==> src/rtl/pipe_ctrl.sv <==
// -----------------------------------------------------------------------------
// pipe_ctrl : sequencing controller for the 3-stage core.
//
// The block combines the decode hazard request, the execute redirect and the
// memory stalls into the per-cycle pipeline controls. It owns the multi-cycle
// hazard down-counter, so a load-use hazard of N cycles injects exactly N NOPs.
// It also keeps a saturating count of hazard/drain NOP cycles.
//
// Optional feature: define PIPE_CTRL_CSR_DRAIN_EN to stall a CSR write for
// DRAIN_CYCLES cycles before it issues. Without the macro, dec_csr_write is
// ignored and the DRAIN state is unreachable.
//
// Parameters:
//   DRAIN_CYCLES  stall cycles before a CSR write issues (1..3, drain only)
//   CNT_W         width of stall_count
//
// Ports:
//   clk            rising-edge clock
//   reset_n        synchronous active-low reset
//   dec_valid      decode holds a valid instruction
//   dec_bubble     NOPs requested by decode (0..2, 3 treated as 2)
//   dec_csr_write  decoded instruction is a CSR write
//   ex_redirect    execute resolved a taken branch/jump
//   mem_stall      data memory not ready, freeze the pipeline
//   imem_stall     instruction memory not ready
//   fetch_en       advance PC and capture the fetched instruction
//   dec_hold       decode register keeps its contents
//   ex_nop         execute input register loads a NOP
//   dec_flush      squash the instruction in decode
//   stall_count    saturating count of hazard/drain NOP cycles
//
// Outputs are combinational from the registered state and the current inputs;
// stall_count is the register itself.
// -----------------------------------------------------------------------------
module pipe_ctrl #(
   parameter int unsigned DRAIN_CYCLES = 2,
   parameter int unsigned CNT_W        = 32
) (
   input  logic             clk,
   input  logic             reset_n,
   input  logic             dec_valid,
   input  logic [1:0]       dec_bubble,
   input  logic             dec_csr_write,
   input  logic             ex_redirect,
   input  logic             mem_stall,
   input  logic             imem_stall,
   output logic             fetch_en,
   output logic             dec_hold,
   output logic             ex_nop,
   output logic             dec_flush,
   output logic [CNT_W-1:0] stall_count
);

   // Feature switch resolved to a constant so both builds share one datapath.
`ifdef PIPE_CTRL_CSR_DRAIN_EN
   localparam bit DRAIN_EN = 1'b1;
`else
   localparam bit DRAIN_EN = 1'b0;
`endif

   // Counter value loaded on the first drain cycle (that cycle is spent in RUN).
   localparam logic [1:0] DRAIN_LOAD = 2'(DRAIN_CYCLES - 1);

   typedef enum logic [1:0] {
      ST_RUN   = 2'd0,
      ST_HAZ   = 2'd1,
      ST_FILL  = 2'd2,
      ST_DRAIN = 2'd3
   } state_e;

   state_e           state_q, state_d;
   logic [1:0]       cnt_q, cnt_d;
   logic             csr_ok_q, csr_ok_d;
   logic [CNT_W-1:0] stall_count_q, stall_count_d;
   logic             nop_cycle;
   logic             haz_req;
   logic             drain_req;

   // Decode-side requests evaluated in RUN.
   assign haz_req   = dec_valid && (dec_bubble != 2'd0);
   assign drain_req = DRAIN_EN && dec_valid && dec_csr_write &&
                      (dec_bubble == 2'd0) && !csr_ok_q;

   // Next-state and output decode, highest priority first.
   always_comb begin
      state_d   = state_q;
      cnt_d     = cnt_q;
      csr_ok_d  = csr_ok_q;
      fetch_en  = 1'b0;
      dec_hold  = 1'b0;
      ex_nop    = 1'b0;
      dec_flush = 1'b0;
      nop_cycle = 1'b0;

      if (!reset_n) begin
         // Register values are cleared by the sequential block.
         ex_nop    = 1'b1;
         dec_flush = 1'b1;
      end else if (mem_stall) begin
         // Full freeze; a redirect is re-asserted by the frozen execute stage.
         dec_hold = 1'b1;
      end else if (ex_redirect) begin
         fetch_en  = 1'b1;
         ex_nop    = 1'b1;
         dec_flush = 1'b1;
         cnt_d     = 2'd0;
         csr_ok_d  = 1'b0;
         state_d   = ST_FILL;
      end else begin
         unique case (state_q)
            ST_FILL: begin
               fetch_en = !imem_stall;
               ex_nop   = 1'b1;
               csr_ok_d = 1'b0;
               state_d  = ST_RUN;
            end
            ST_HAZ: begin
               dec_hold  = 1'b1;
               ex_nop    = 1'b1;
               nop_cycle = 1'b1;
               if (cnt_q <= 2'd1) begin
                  cnt_d   = 2'd0;
                  state_d = ST_RUN;
               end else begin
                  cnt_d = cnt_q - 2'd1;
               end
            end
            ST_DRAIN: begin
               // Exits on the cycle whose NOP completes DRAIN_CYCLES in total.
               dec_hold  = 1'b1;
               ex_nop    = 1'b1;
               nop_cycle = 1'b1;
               if (cnt_q <= 2'd1) begin
                  cnt_d    = 2'd0;
                  csr_ok_d = 1'b1;
                  state_d  = ST_RUN;
               end else begin
                  cnt_d = cnt_q - 2'd1;
               end
            end
            default: begin
               if (haz_req) begin
                  dec_hold  = 1'b1;
                  ex_nop    = 1'b1;
                  nop_cycle = 1'b1;
                  // Bubble 2 or 3 needs one further NOP from HAZ.
                  if (dec_bubble[1]) begin
                     cnt_d   = 2'd1;
                     state_d = ST_HAZ;
                  end
               end else if (drain_req) begin
                  dec_hold  = 1'b1;
                  ex_nop    = 1'b1;
                  nop_cycle = 1'b1;
                  if (DRAIN_CYCLES <= 1) begin
                     csr_ok_d = 1'b1;
                  end else begin
                     cnt_d   = DRAIN_LOAD;
                     state_d = ST_DRAIN;
                  end
               end else if (imem_stall) begin
                  csr_ok_d = 1'b0;
               end else begin
                  fetch_en = 1'b1;
                  csr_ok_d = 1'b0;
               end
            end
         endcase
      end

      // Saturating NOP counter; mem_stall and reset never reach nop_cycle.
      stall_count_d = stall_count_q;
      if (nop_cycle && (stall_count_q != {CNT_W{1'b1}})) begin
         stall_count_d = stall_count_q + CNT_W'(1);
      end
   end

   // State and counter registers with synchronous reset.
   always_ff @(posedge clk) begin
      if (!reset_n) begin
         state_q       <= ST_RUN;
         cnt_q         <= 2'd0;
         csr_ok_q      <= 1'b0;
         stall_count_q <= '0;
      end else begin
         state_q       <= state_d;
         cnt_q         <= cnt_d;
         csr_ok_q      <= csr_ok_d;
         stall_count_q <= stall_count_d;
      end
   end

   assign stall_count = stall_count_q;

endmodule

==> config.mk <==
export PLATFORM = sky130hd
export DESIGN_NAME = pipe_ctrl
export DESIGN_NICKNAME = d
export VERILOG_FILES = /design/src/rtl/pipe_ctrl.sv
export SDC_FILE = /design/constraint.sdc
export NUM_CORES = 1
export LEC_CHECK = 0
export CELL_PAD_IN_SITES_DETAIL_PLACEMENT = 2
export CELL_PAD_IN_SITES_GLOBAL_PLACEMENT = 2
export CORE_MARGIN = 3
export CORE_UTILIZATION = 29
export CTS_BUF_LIST = sky130_fd_sc_hd__clkbuf_16
export DETAILED_ROUTE_END_ITERATION = 8
export PLACE_DENSITY_LB_ADDON = 0.25
export SYNTH_ARGS = -nofsm -noshare
export SYNTH_HDL_FRONTEND = slang
export SYNTH_SLANG_ARGS = --single-unit
==> constraint.sdc <==
create_clock -name clk -period 2.1 [get_ports clk]
set_clock_uncertainty 0.05 [all_clocks]
set_input_delay 0.42 -clock clk [delete_from_list [all_inputs] [get_ports clk]]
set_output_delay 0.42 -clock clk [all_outputs]
set_load 0.05 [all_outputs]
After elaboration in Yosys (flattened, before gate mapping)
Index checks and enable logic that the tools add are counted.
{"block": "op_classes", "add_sub_neg": 2, "order_cmp": 1, "n_eq_ne": 6, "mux": 28, "n_bitwise": 1, "reduce_logical": 12}
{"op": "$add 32x1->32 const B", "count": 1}
{"op": "$ne 32x32->1 const B", "count": 1}
{"op": "$mux 1", "count": 18}
{"op": "$mux 2", "count": 6}
{"op": "$pmux 2 s2", "count": 2}
{"op": "$reduce_and 4->1", "count": 2}
{"op": "$reduce_bool 4->1", "count": 2}
{"op": "$reduce_bool 3->1", "count": 2}
{"op": "$eq 2x2->1 const B", "count": 2}
{"op": "$pmux 1 s2", "count": 2}
{"op": "$ne 3x1->1 const B", "count": 1}
{"op": "$reduce_or 3->1", "count": 1}
{"op": "$eq 2x1->1 const B", "count": 1}
{"op": "$le 2x1->1 const B", "count": 1}
{"op": "$logic_and 1x1->1", "count": 2}
{"op": "$ne 2x2->1 const B", "count": 1}
{"op": "$reduce_bool 2->1", "count": 1}
{"op": "$reduce_or 2->1", "count": 1}
{"op": "$sub 2x1->2 const B", "count": 1}
{"op": "$logic_not 1->1", "count": 1}
{"op": "$not 1->1", "count": 1}
{"block": "totals", "regBits": 36, "out_inout_bits": 36, "wordCells": 53}

Longest topological paths before layout
Gate-level depths: netlist of the first run.
{"block": "depth", "word_depth": 8, "ltp_mapped": 8, "ltp_nobuf": 6}

Worst setup path before layout of the first run
Ideal clock, no wire load.
{"block": "synth_path", "kind": "register to register", "start": "register stall_count_q[0], in the netlist stall_count[0]", "end": "register stall_count_q[6], in the netlist stall_count[6]", "setup_time_ns": 0.152, "arrival_ns": 2.153, "t_required_ns": 1.898, "slack_ns": -0.255, "path_stages_with_launch": 9, "synth_period_minus_slack_ns": 2.355, "path_cell_list": "dfxtp_1 -> ha_1 -> nand3_2 -> nor4_4 -> and2_1 -> buf_4 -> buf_6 -> nor4_1 -> mux2i_1"}
{"block": "synth_between", "elab_chain_len": 2, "word_cells_on_any_way": 3, "cone_classes": "add/sub (1); eq/ne (1); reduce/logical (1)"}
{"element": "from (decl)", "line_no": "74", "source": "logic [CNT_W-1:0] stall_count_q, stall_count_d;"}
{"element": "from (signal assigned)", "line_no": "189", "source": "stall_count_q <= stall_count_d;"}
{"element": "parallel branches: the longest is 2 deep, another holds $add 32x1->32"}
Several ways; the timed one is not identified.
A chain may end at the register's enable or synchronous reset.

Worst setup path after layout of the first run
{"block": "layout_path", "start": "input mem_stall", "end": "register stall_count_q[23], in the netlist stall_count[23]"}
{"block": "layout_between", "elab_chain_len": 3}
{"element": "from (decl)", "line_no": "45", "source": "input logic mem_stall,"}
{"element": "$mux 1", "line_no": "99", "source": "end else if (mem_stall) begin"}
{"element": "$mux 1", "line_no": "95", "source": "if (!reset_n) begin"}
{"element": "$logic_and 1x1->1", "line_no": "173", "source": "if (nop_cycle && (stall_count_q != {CNT_W{1'b1}})) begin"}
Every way passes these cells.

==> results of run 1 <==
## path summary, 6_finish.rpt
check,startpoint,endpoint,depth (start not counted)
worst max-delay path,mem_stall,stall_count[23]$_SDFFE_PN0P_,7
worst min-delay path,stall_count[31]$_SDFFE_PN0P_,stall_count[31]$_SDFFE_PN0P_,1
worst max register to register,stall_count[9]$_SDFFE_PN0P_,stall_count[28]$_SDFFE_PN0P_,7
worst min register to register,stall_count[31]$_SDFFE_PN0P_,stall_count[31]$_SDFFE_PN0P_,1
## flip-flops by register name, summed over array words and instances (netlist names)
register / count
stall_count: 32
cnt_q: 2
state_q: 2
## power breakdown
group	internal (mW)	switching, mW
clock	0.427	0.276
combinational	0.0663	0.0839
sequential	0.681	0.00475
total	1.17	0.365
## metal layers
metal	wire, um	vias up	GRT usage
met2	3705	34	0.3441
met3	149	7	0.03226
met5	0	-	0
met4	65	0	0.04871
li1	-	1053	-
met1	3428	1094	0.2414
## cell usage in the layout, fill, tap and decap left out, types with 3 or more instances in the layout
master           netlist  routed
a21oi_1               19      14
a21oi_2                0       5
buf_12                 0       4
buf_4                  1      39
clkbuf_16              0       5
clkdlybuf4s50_1        0      32
dfxtp_1               36      13
dfxtp_2                0      19
dfxtp_4                0       4
inv_1                  5       7
mux2i_1               15      15
nand2_1               28      28
nand2b_1              11      10
nand3_1               16      16
nand4_1               10      10
nor2_1                20      16
nor2_2                 0       4
nor4_1                 9       8
o21ai_0                4       3
o21ai_1                2       3
o31ai_1               10      10
o41ai_1                3       3
or3_1                  4       4
or4_1                 10       6
or4_4                  0       4
## metrics by stage
stage,utilization,hold slack [ns],setup slack (ns),TNS (ns)
floorplan,-,0.3964,0.005303,0
global placement,0.4276,0.3872,-0.2571,-5.365
detailed placement,0.4276,0.4042,-0.3308,-7.769
CTS,0.4529,0.4123,0.007304,0
global route,0.4636,0.4385,-0.05928,-0.1617
finish,0.4636,0.4095,0.04449,0
## cells by family after synthesis
group | share of synthesized area
adder cells (fa/ha/maj) | 0.006253
buffers and inverters | 0.04316
AO/OA/AOI/OAI | 0.1601
AND/OR/NAND/NOR | 0.3508
flip-flops | 0.3602
multiplexers | 0.07504
XOR/XNOR | 0.004379
## layout make-up
class,instances,area [um2],area share
multi-input cells,188,1267,0.4186
flip-flops and latches,36,759.5,0.2508
repair buffers,81,749.5,0.2475
clock buffers,5,125.1,0.04132
well taps,77,96.34,0.03182
inverters,5,18.77,0.006198
clock inverters,3,11.26,0.003719
## Yosys cell counts (all sizes together)
| master | instances | share of area |
|---|---|---|
| nand4 | 12 | 0.048 |
| and3 | 1 | 0.0031 |
| nor2 | 20 | 0.038 |
| a211oi | 1 | 0.0038 |
| o211ai | 1 | 0.011 |
| clkbuf | 10 | 0.019 |
| o31ai | 10 | 0.038 |
| nand2 | 28 | 0.053 |
| and2 | 1 | 0.0031 |
| nand3 | 17 | 0.045 |
| nor4 | 11 | 0.045 |
| or2 | 2 | 0.0063 |
| xnor2 | 1 | 0.0044 |
| a2111oi | 2 | 0.012 |
| nor3b | 1 | 0.0038 |
| mux2i | 15 | 0.075 |
| nor3 | 3 | 0.010 |
| o311ai | 2 | 0.0088 |
| a32oi | 1 | 0.0044 |
| o41ai | 3 | 0.013 |
| nand2b | 12 | 0.039 |
| ha | 1 | 0.0063 |
| a21o | 2 | 0.0075 |
| or4 | 10 | 0.038 |
| nor2b | 1 | 0.0031 |
| dfxtp | 36 | 0.36 |
| inv | 5 | 0.0094 |
| a21oi | 19 | 0.048 |
| o21ai | 6 | 0.015 |
| or3 | 4 | 0.013 |
| buf | 3 | 0.015 |
| nand4b | 1 | 0.0044 |
## repair_timing
item / 4_1_cts / 5_1_grt
hold endpoints to repair: 0 / 0
setup endpoints to repair: 9 / 14
pin swaps: 7 / 5
gates resized for setup: 17 / 15
setup buffers: 1 / 2
==> out/summary.txt, run 1 <==
Status: completed
Dpl cells: 384
Syn avg cell area: 8.267 um2
Worst path slowest cell: or4_4
CTS tree: yes
Die ar.: 7932 um2
Worst Path Max Fanout: 20
Post-place instance area: 2793 um2
Routability cong.: 0.7411
Synth cell types: 43
Fmax: 0.4865 GHz
Setup-failing EPs final: 0
Routed vias: 2188
Pwr Density: 508.5 nW/um2
Core area: 6531 um2
Fill cells: 717
CTS buffer count: 5
Worst-margin pin slew: 0.5244 ns
Synth Instances: 242
Hold Path Class: reg -> reg
Vias per inst: 5.539
Total power: 1.540 mW
Clk Latency, worst-skew pair: 0.28 ns
Arrival @ worst endpoint: 2.21 ns
H-tree depth: 2
Finished Layout Cells: 395
Die X: 89.06 um
DRT antenna net count: 0
N_diodes: 0
DRC errors left: 0
CP peak stage delay: 0.53 ns
Reg2reg setup slack: 0.05 ns
HPWL after detailed placement: 5137 um
Vias in the first global route: 2339
Sink Count: 36
Num rows: 29
VDD IR max: 0.2490 mV
DR iter-0 viols: 60
Critical-path cell list: clkdlybuf4s50_1 > nand2b_4 > nor2_2 > nand2_1 > buf_12 > or4_4 > a21oi_2
Worst Path Buf+Inv: 2
Final Critical Period: 2.056 ns
Count of buffers from port buffering: 43
Worst path required time: 2.26 ns
Mapped Nets: 252
CP top delay family: simple AND/OR/NAND/NOR gates
Final worst path period share: 0.9788
Starting Density: 0.3063
Final #Nets: 327
Root buf cell: clkbuf_16
RSZ-0062 raised after global routing: true
Synth-to-Final Area Change: 51.34%
Crit. End Element: flop
Layout cell share with drive strength beyond 1: 0.3176
Antenna violations before repair: 0
Pre-antenna DRT Iters: 4
Final instance area: 3028 um2
Hold_buf cts: 0
GRT Total Usage: 0.1930
Yosys reg bits: 36
Maxcap violations: 0
Drt wl/cell: 18.60 um
YS warnings: 0
Final Hold Vio Count: 0
Die Y: 89.06 um
First-pass GRT wire length: 11900 um
P_leak: 1.074 nW
Top-level port count: 45
Final Max Tran Viols: 0
Sequential area share after synthesis: 0.3602
GRT overflow: 0
CTS clock-pin slew for the worst setup and hold paths: 0.06 ns
WL final: 7348 um
Pin count of the biggest net entering global routing: 28
Critical path class: in -> reg
Slew HR: 0.6493
Worst-case clock buffer depth: 2
Netlist Area Pre-Place: 2001 um2
Crit start category: input pin
Note: power is estimated with default switching activity, not from simulation.
==> inputs of run 2 (changes only) <==
GPL_TIMING_DRIVEN = 0   (was default)
==> out/summary.txt, run 2 (synthesized netlist as in run 1, its figures left out) <==
Worst-margin pin slew: 0.6133 ns (+0.08895 ns)
HPWL after detailed placement: 4836 um (-5.9%)
Num rows: 29 (unchanged)
Worst path required time: 1.63 ns (-0.63 ns)
Crit start category: flop
CP top delay family: buffers and inverters
Sink Count: 36 (unchanged)
Final #Nets: 310 (-5.2%)
Multi-input gate area: 1361 um2 (+7.4%)
Worst Path Max Fanout: 6 (-70%)
CTS buffer count: 5 (unchanged)
Sw Share: 0.2464 (+0.009357)
P_leak: 0.9980 nW (-7.0%)
Routed vias: 2171 (-0.78%)
Slew HR: 0.5911 (-0.05821)
Layout cell share with drive strength beyond 1: 0.2791 (-0.03854)
DRT antenna net count: 0 (unchanged)
Fin worst setup slack: 0.04274 ns (-0.001752 ns)
Sequential Power Share: 0.449 (+0.003)
Hold WS: 0.4050 ns (-0.004512 ns)
VDD IR max: 0.3187 mV (+28%)
Hold Path Class: reg -> reg
Largest register FFs: 32 (unchanged)
Setup Slack @ Placement: -1.283 ns (-0.9526 ns)
Crit. End Element: output port
Storage element area: 753.2 um2 (-0.82%)
H-tree depth: 2 (unchanged)
Fmax: 0.4861 GHz (about the same)
GRT Total Usage: 0.1921 (-0.0008785)
Die X: 89.06 um (unchanged)
CTS clock-pin slew for the worst setup and hold paths: 0.06 ns (about the same)
N_diodes: 0 (unchanged)
Final Hold Vio Count: 0 (unchanged)
Fin util: 0.4517 (-0.01188)
Critical-path cell list: clkdlybuf4s50_1
Clock power share: 0.468 (+0.011)
Starting Density: 0.3063 (unchanged)
Setup-failing EPs final: 0 (unchanged)
Die Y: 89.06 um (unchanged)
GRT overflow: 0 (unchanged)
Top-level port count: 45 (unchanged)
Status: completed
DR iter-0 viols: 75 (+25%)
Count of buffers from port buffering: 42 (-2.3%)
Root buf cell: clkbuf_16
Drt wl/cell: 19.65 um (+5.6%)
Final worst path period share: 0.9796 (about the same)
CTS tree: yes
Final Max Tran Viols: 0 (unchanged)
Switching power: 0.3777 mW (+3.5%)
Worst Path Buf+Inv: 1 (-1)
Die ar.: 7932 um2 (unchanged)
Pre-antenna DRT Iters: 4 (unchanged)
Most common library cell in the layout ignoring fill and taps: clkdlybuf4s50_1
DRC errors left: 0 (unchanged)
Maxcap violations: 0 (unchanged)
First-pass GRT wire length: 11920 um (+0.18%)
Critical path class: reg -> out
CP peak stage delay: 0.85 ns (+0.32 ns)
Fill cells: 696 (-2.9%)
Vias in the first global route: 2245 (-4.0%)
Int Power: 1.155 mW (-1.7%)
Pin count of the biggest net entering global routing: 11 (-61%)
Core area: 6531 um2 (unchanged)
Antenna violations before repair: 0 (unchanged)
Reg2reg setup slack: 0.10 ns (+0.05 ns)
Vias per inst: 5.743 (+3.7%)
Combinational share of power: 0.083 (-0.015)
Clk Latency, worst-skew pair: 0.28 ns (about the same)
Final Critical Period: 2.057 ns (+0.001752 ns)
WL final: 7429 um (+1.1%)
Worst path slowest cell: clkdlybuf4s50_1
Worst-case clock buffer depth: 2 (unchanged)
Pwr Density: 519.5 nW/um2 (+2.2%)
Arrival @ worst endpoint: 1.59 ns (-0.62 ns)
Hold_buf cts: 0 (unchanged)
Routability cong.: 0.7444 (+0.45%)
Synth-to-Final Area Change: 47.47%
Most frequent cells in the layout: clkdlybuf4s50_1 (32), nand2_1 (26), dfxtp_2 (20), nor2_1 (18), a21oi_1 (18)
[run 2: final cells by class]
cell class                      count  share of cell area
Sequential cell                    36              0.2553
Clock buffer                        5             0.04241
Inverter                            5            0.006361
Tap cell                           77             0.03265
Multi-Input combinational cell    188              0.4614
Timing Repair Buffer               52              0.1628
Clock inverter                      3            0.003817
Buffer                             12             0.03520
[run 2: what timing repair did]
action,CTS,global route
endpoints found under the setup margin,34,34
cloned,0,1
pin swaps,5,9
gates resized for setup,57,26
setup buffers,3,6
[run 2: path summary, 6_finish.rpt]
path / endpoint / from / cells after the start
worst max register to register: stall_count[21]$_SDFFE_PN0P_ / stall_count[0]$_SDFFE_PN0P_ / 8
worst min-delay path: stall_count[31]$_SDFFE_PN0P_ / stall_count[31]$_SDFFE_PN0P_ / 1
worst max-delay path: stall_count[17] / stall_count[17]$_SDFFE_PN0P_ / 1
worst min register to register: stall_count[31]$_SDFFE_PN0P_ / stall_count[31]$_SDFFE_PN0P_ / 1
[run 2: power groups by stage]
stage	clock network, mW	registers, mW	logic, mW
6_report	0.717	0.689	0.127
5_1_grt	0.760	0.689	0.138
4_1_cts	0.731	0.687	0.122
3_5_place_dp	0	0.702	0.113
3_3_place_gp	0	0.701	0.111
2_1_floorplan	0	0.703	0.0661
[run 2: through the flow]
step	power [mW]	cells	instance area, um2	TNS, ns
detailed placement	0.8144	361	2552	-20.23
floorplan	0.7690	242	2036	0
CTS	1.540	372	2820	0
global placement	0.8119	361	2552	-17.83
global route	1.587	378	2950	-0.2147
finish	1.533	378	2950	0
[run 2: per-layer routing]
layer  part of all wire  global-route usage
met1               0.46              0.2478
met2               0.51              0.3421
met5                  0                   0
met3              0.020             0.02857
met4              0.010             0.03654
==> edit 1, RTL diff (config.mk and constraints of run 2) <==
Change the parameter `CNT_W` from 32 to 28.
--- a/src/rtl/pipe_ctrl.sv
+++ b/src/rtl/pipe_ctrl.sv
@@ -35,5 +35,5 @@
 module pipe_ctrl #(
    parameter int unsigned DRAIN_CYCLES = 2,
-   parameter int unsigned CNT_W        = 32
+   parameter int unsigned CNT_W        = 28
 ) (
    input  logic             clk,
Interface: changed (resized stall_count); port bits go from 45 to 41. No check against the original RTL was run, so the function may have changed too.
==> edit 1 against run 2 <==
Final area fell by 14%. Critical path type is now in2out. Hold slack improved by 0.047 ns. Total power fell by 7.5%. Area after synthesis fell by 14%. Final cell count fell by 12%. Via count fell by 13%. Sequential cell count fell by 4. Setup slack got worse by 0.024 ns. Routed wire length fell by 12%. Clock power fell by 5.9%. Count of clock-buffer cells in the layout did not move. Critical endpoint is now ex_nop. Global-route usage fell by 0.75 points. Non-clock buffer count fell by 5.
==> edit 1: results (changes against run 2) <==
metric	value	unit	change
status	complete, no violations		unchanged
Logic inverters	6		was 5
fin nets	272		was 310
pre-CTS setup slack	-1.20	ns	was -1.28 ns
Mapped Avg Cell Area	8.23	sq um	was 8.27 sq um
Storage cell area	657	sq um	was 753 sq um
diode count	0		unchanged
CP arrival	1.61	ns	was 1.59 ns
total CTS buffers	5		unchanged
FF-to-FF path depth	6		was 8
first-pass GRT wire length	10.5	mm	was 11.9 mm
FF-to-FF setup slack	0.12	ns	was 0.10 ns
multi-input logic area	1100	sq um	was 1360 sq um
Synthesized Nets	220		was 252
Slew HR	0.603		was 0.591
distinct cell type count of the synthesized netlist	40		was 43
DRT Wirelength	6.50	mm	was 7.43 mm
hold depth	2		was 1
Port Buffers	37		was 42
Peak VDD IR	305	uV	was 319 uV
top cells by area, synth	dfxtp_1 37%, or4_1 6.1%, a21oi_1 5.8%		was dfxtp_1 36%, mux2i_1 7.5%, nand2_1 5.3%
clk sinks	32		was 36
CP peak stage delay	0.33	ns	was 0.85 ns
Max FO, Critical Path	3		was 6
max reg flops	28		was 32
vias in the first global route	2020		was 2245
Yosys warnings	0		unchanged
ClkCell Share	0.0492		was 0.0462
Hold WS	0.452	ns	was 0.405 ns
initial antenna violation count	0		unchanged
via count	1895		was 2171
Placed Instances	319		was 361
layout cells sized above 1	0.258		was 0.279
CTS root buf	clkbuf_16		unchanged
gpl congestion	0.730		was 0.744
leakage power	0.833	nW	was 0.998 nW
routed len/inst	19.6	microns	was 19.7 microns
largest net degree at the start of global routing	11		unchanged
Non-clock buffer share	0.214		was 0.198
Iteration-0 DRC Markers	65		was 75
GRT overflow	0		unchanged
H-tree Lvls	2		unchanged
Final HPWL DP	4.11	mm	was 4.84 mm
Post-synth top cells	32 x dfxtp_1, 20 x a21oi_1, 17 x nand2_1		was 36 x dfxtp_1, 28 x nand2_1, 20 x nor2_1
worst skew pair latency	0.27	ns	
f_max	0.480	GHz	was 0.486 GHz
Filler Cells Inserted	626		was 696
maximum clock insertion buffer count	2		unchanged
Crit-path slowest cell	a2111oi_4		was clkdlybuf4s50_1
Multi-In Gates	158		was 188
Total GRT Usage	0.185		was 0.192
worst hold path type	reg2reg		unchanged
drt pass-1 iters	4		unchanged
Synth async-reset ratio	0		unchanged
Reg clk slew, reported paths	0.05	ns	
sequential area share after synthesis	0.370		was 0.360
Buffers excl. clock	59		was 64
[edit 1: cell types whose count changed after synthesis, moves of 4 or more]
cell,change
nand3_1,-5
dfxtp_1,-4
o311ai_0,+4
nand2_1,-11
nor2_1,-10
or4_1,+4
mux2i_1,-10
nor4_1,-4
nand2b_1,-4
[edit 1: logic make-up after synthesis]
| family | synth area share |
|---|---|
| and+or+nand+nor | 0.321 |
| AOI/OAI and AO/OA | 0.217 |
| DFF | 0.370 |
| buffers and inverters | 0.0557 |
| muxes | 0.0289 |
| adders and majority gates | 0.00723 |
[edit 1: through the flow]
| step | cell area (sq um) | util |
|---|---|---|
| 2_1_floorplan | 1750 | - |
| 3_3_place_gp | 2210 | 0.391 |
| 3_5_place_dp | 2210 | 0.391 |
| 4_1_cts | 2490 | 0.442 |
| 5_1_grt | 2540 | 0.451 |
| 6_report | 2540 | 0.451 |
[edit 1: timing repair]
item	CTS	global route
endpoints found under the setup margin	32	20
pin swaps	9	6
setup buffers	7	1
gates resized for setup	61	18
[edit 1: where the power goes]
group	internal [W]	switching, W
clock network	0.000419	0.000256
registers	0.000611	0.00000393
logic	0.0000518	0.0000751
[edit 1: critical path: cells and delay by family]
| family | cells | cell delay [ns] |
|---|---|---|
| and+or+nand+nor | 1 | 0.27 |
| buffers and inverters | 3 | 0.49 |
| AOI/OAI and AO/OA | 2 | 0.44 |
[edit 1: path summary, 6_finish.rpt]
path	start	to
worst min-delay path	stall_count[10]	stall_count[10]
worst max register to register	stall_count[0]	stall_count[22]
worst max-delay path	dec_bubble[1]	ex_nop
worst min register to register	stall_count[10]	stall_count[10]
[edit 1: routing by layer]
layer	share of wire	global-route usage	vias to the layer above
li1	-	-	907
met1	0.46	0.230	952
met2	0.51	0.326	30
met3	0.024	0.0337	6
met4	0.0068	0.0461	0
met5	0	0	-
==> edit 2, RTL diff (settings of run 2) <==
Without the edit above. Encoding of `state_e`: now one-hot (4 bits for 4 states).
--- a/src/rtl/pipe_ctrl.sv
+++ b/src/rtl/pipe_ctrl.sv
@@ -62,9 +62,9 @@
    localparam logic [1:0] DRAIN_LOAD = 2'(DRAIN_CYCLES - 1);
 
-   typedef enum logic [1:0] {
-      ST_RUN   = 2'd0,
-      ST_HAZ   = 2'd1,
-      ST_FILL  = 2'd2,
-      ST_DRAIN = 2'd3
+   typedef enum logic [3:0] {
+      ST_RUN   = 4'b0001,
+      ST_HAZ   = 4'b0010,
+      ST_FILL  = 4'b0100,
+      ST_DRAIN = 4'b1000
    } state_e;
 
Function: same outputs for any inputs over 10 cycles, from zero or initial values and one cycle with reset_n low; not proved beyond that.
==> edit 2 against run 2 <==
The flow now finishes with violations (negative setup slack). Critical endpoint is now stall_count[30]. Routed wire length rose by 34%. Sequential power rose by 2%. Final area rose by 15%. Setup slack got worse by 0.34 ns. Sequential share of layout area fell by 1.7 points. Sequential cell count up 1. Final cell count increased by 16%. Synthesized cell count increased by 4.5%. Total power grew 3.8%. Area after synthesis increased by 5.3%. Hold slack gained 0.0089 ns. First-iteration DRC count rose by 5.3%.
==> edit 2: results (changes against run 2) <==
metric	value	unit	change
reg2reg end	stall_count[30]		was stall_count[21]
fin nets	351		was 310
register share of total power	0.441		was 0.449
Synth Area in Compound Gates	0.216		was 0.160
gpl congestion	0.814		was 0.744
met2 wire length	5.03	mm	was 3.78 mm
Min-Delay Endpoint	cnt_q[1]		was stall_count[31]
failing checks	negative setup slack		
final setup fails	24		was 0
vias in the first global route	2624		was 2245
first-pass GRT wire length	14.0	mm	was 11.9 mm
Hold WS	0.414	ns	was 0.405 ns
Total GRT Usage	0.210		was 0.192
top cells by area, synth	dfxtp_1 35%, a21oi_1 7.6%, o31ai_1 6.4%		was dfxtp_1 36%, mux2i_1 7.5%, nand2_1 5.3%
Crit-path slowest cell	or4_1		was clkdlybuf4s50_1
Final Worst Setup Slack	-0.296	ns	was 0.0427 ns
via count	2540		was 2171
PwrDens	468	nW/um^2	was 520 nW/um^2
CP peak stage delay	0.43	ns	was 0.85 ns
Synthesized Nets	263		was 252
actual slew at the worst max-slew pin	0.761	ns	was 0.613 ns
routed wl met3	434	microns	was 152 microns
largest net degree at the start of global routing	13		was 11
Placed Instances	391		was 361
hold path startpoint	cnt_q[1]		was stall_count[31]
M1 WL	4.26	mm	was 3.42 mm
leakage power	1.19	nW	was 0.998 nW
M1 GR Usage	0.260		was 0.248
status	complete, but fails checks		was complete, no violations
met3 Track Usage GR	0.0331		was 0.0286
Setup TNS	-3.68	ns	was 0 ns
routed len/inst	22.8	microns	was 19.7 microns
FF-to-FF path depth	7		was 8
top cell family by delay on the critical path	simple AND/OR/NAND/NOR gates		was buffers and inverters
==> edit 2: cell count changes in the layout (fill, tap and decap cells not counted), moves of 5 or more <==
cell,before,now
dfxtp_1,14,6
nand3_1,13,8
buf_6,2,10
nor2_1,18,10
or4_4,0,8
o31ai_1,10,18
nand2b_1,10,3
nor4_2,6,0
dfxtp_4,2,13
buf_4,12,36
mux2i_1,15,5
a21oi_2,0,11
==> edit 2: worst max path at each step <==
| stage | start | endpoint | depth (start not counted) |
|---|---|---|---|
| after floorplan | stall_count[19] | stall_count[3] | 6 |
| after global placement | dec_bubble[1] | dec_hold | 6 |
| after detailed placement | dec_bubble[1] | fetch_en | 7 |
| after CTS | stall_count[2] | stall_count[28] | 8 |
| after global routing | stall_count[10] | stall_count[30] | 7 |
| final | stall_count[8] | stall_count[30] | 7 |
==> edit 2: metrics by stage <==
stage | utilization | setup WS (ns) | area [sq um]
detailed placement | 0.392 | -1.04 | 2710
floorplan | - | -0.0499 | 2170
finish | 0.493 | -0.296 | 3400
global route | 0.493 | -0.388 | 3400
global placement | 0.392 | -0.996 | 2710
CTS | 0.457 | -0.00554 | 3160
==> edit 2: cells by family after synthesis <==
| kind of cell | after synthesis |
|---|---|
| adders and majority gates | 1 |
| and+or+nand+nor | 117 |
| AOI/OAI and AO/OA | 71 |
| DFF | 37 |
| xor gates and xnor gates | 1 |
| buffers and inverters | 21 |
| muxes | 5 |
==> edit 2: final cells by class <==
| type | instances | area, sq um |
|---|---|---|
| fillers | 769 | 3500 |
| multi-input cells | 195 | 1490 |
| flip-flops and latches | 37 | 812 |
| repair buffers | 83 | 733 |
| clock buffers | 5 | 125 |
| well taps | 96 | 120 |
| plain buffers | 11 | 83.8 |
| inverters | 8 | 30.0 |
| clock inverters | 3 | 11.3 |
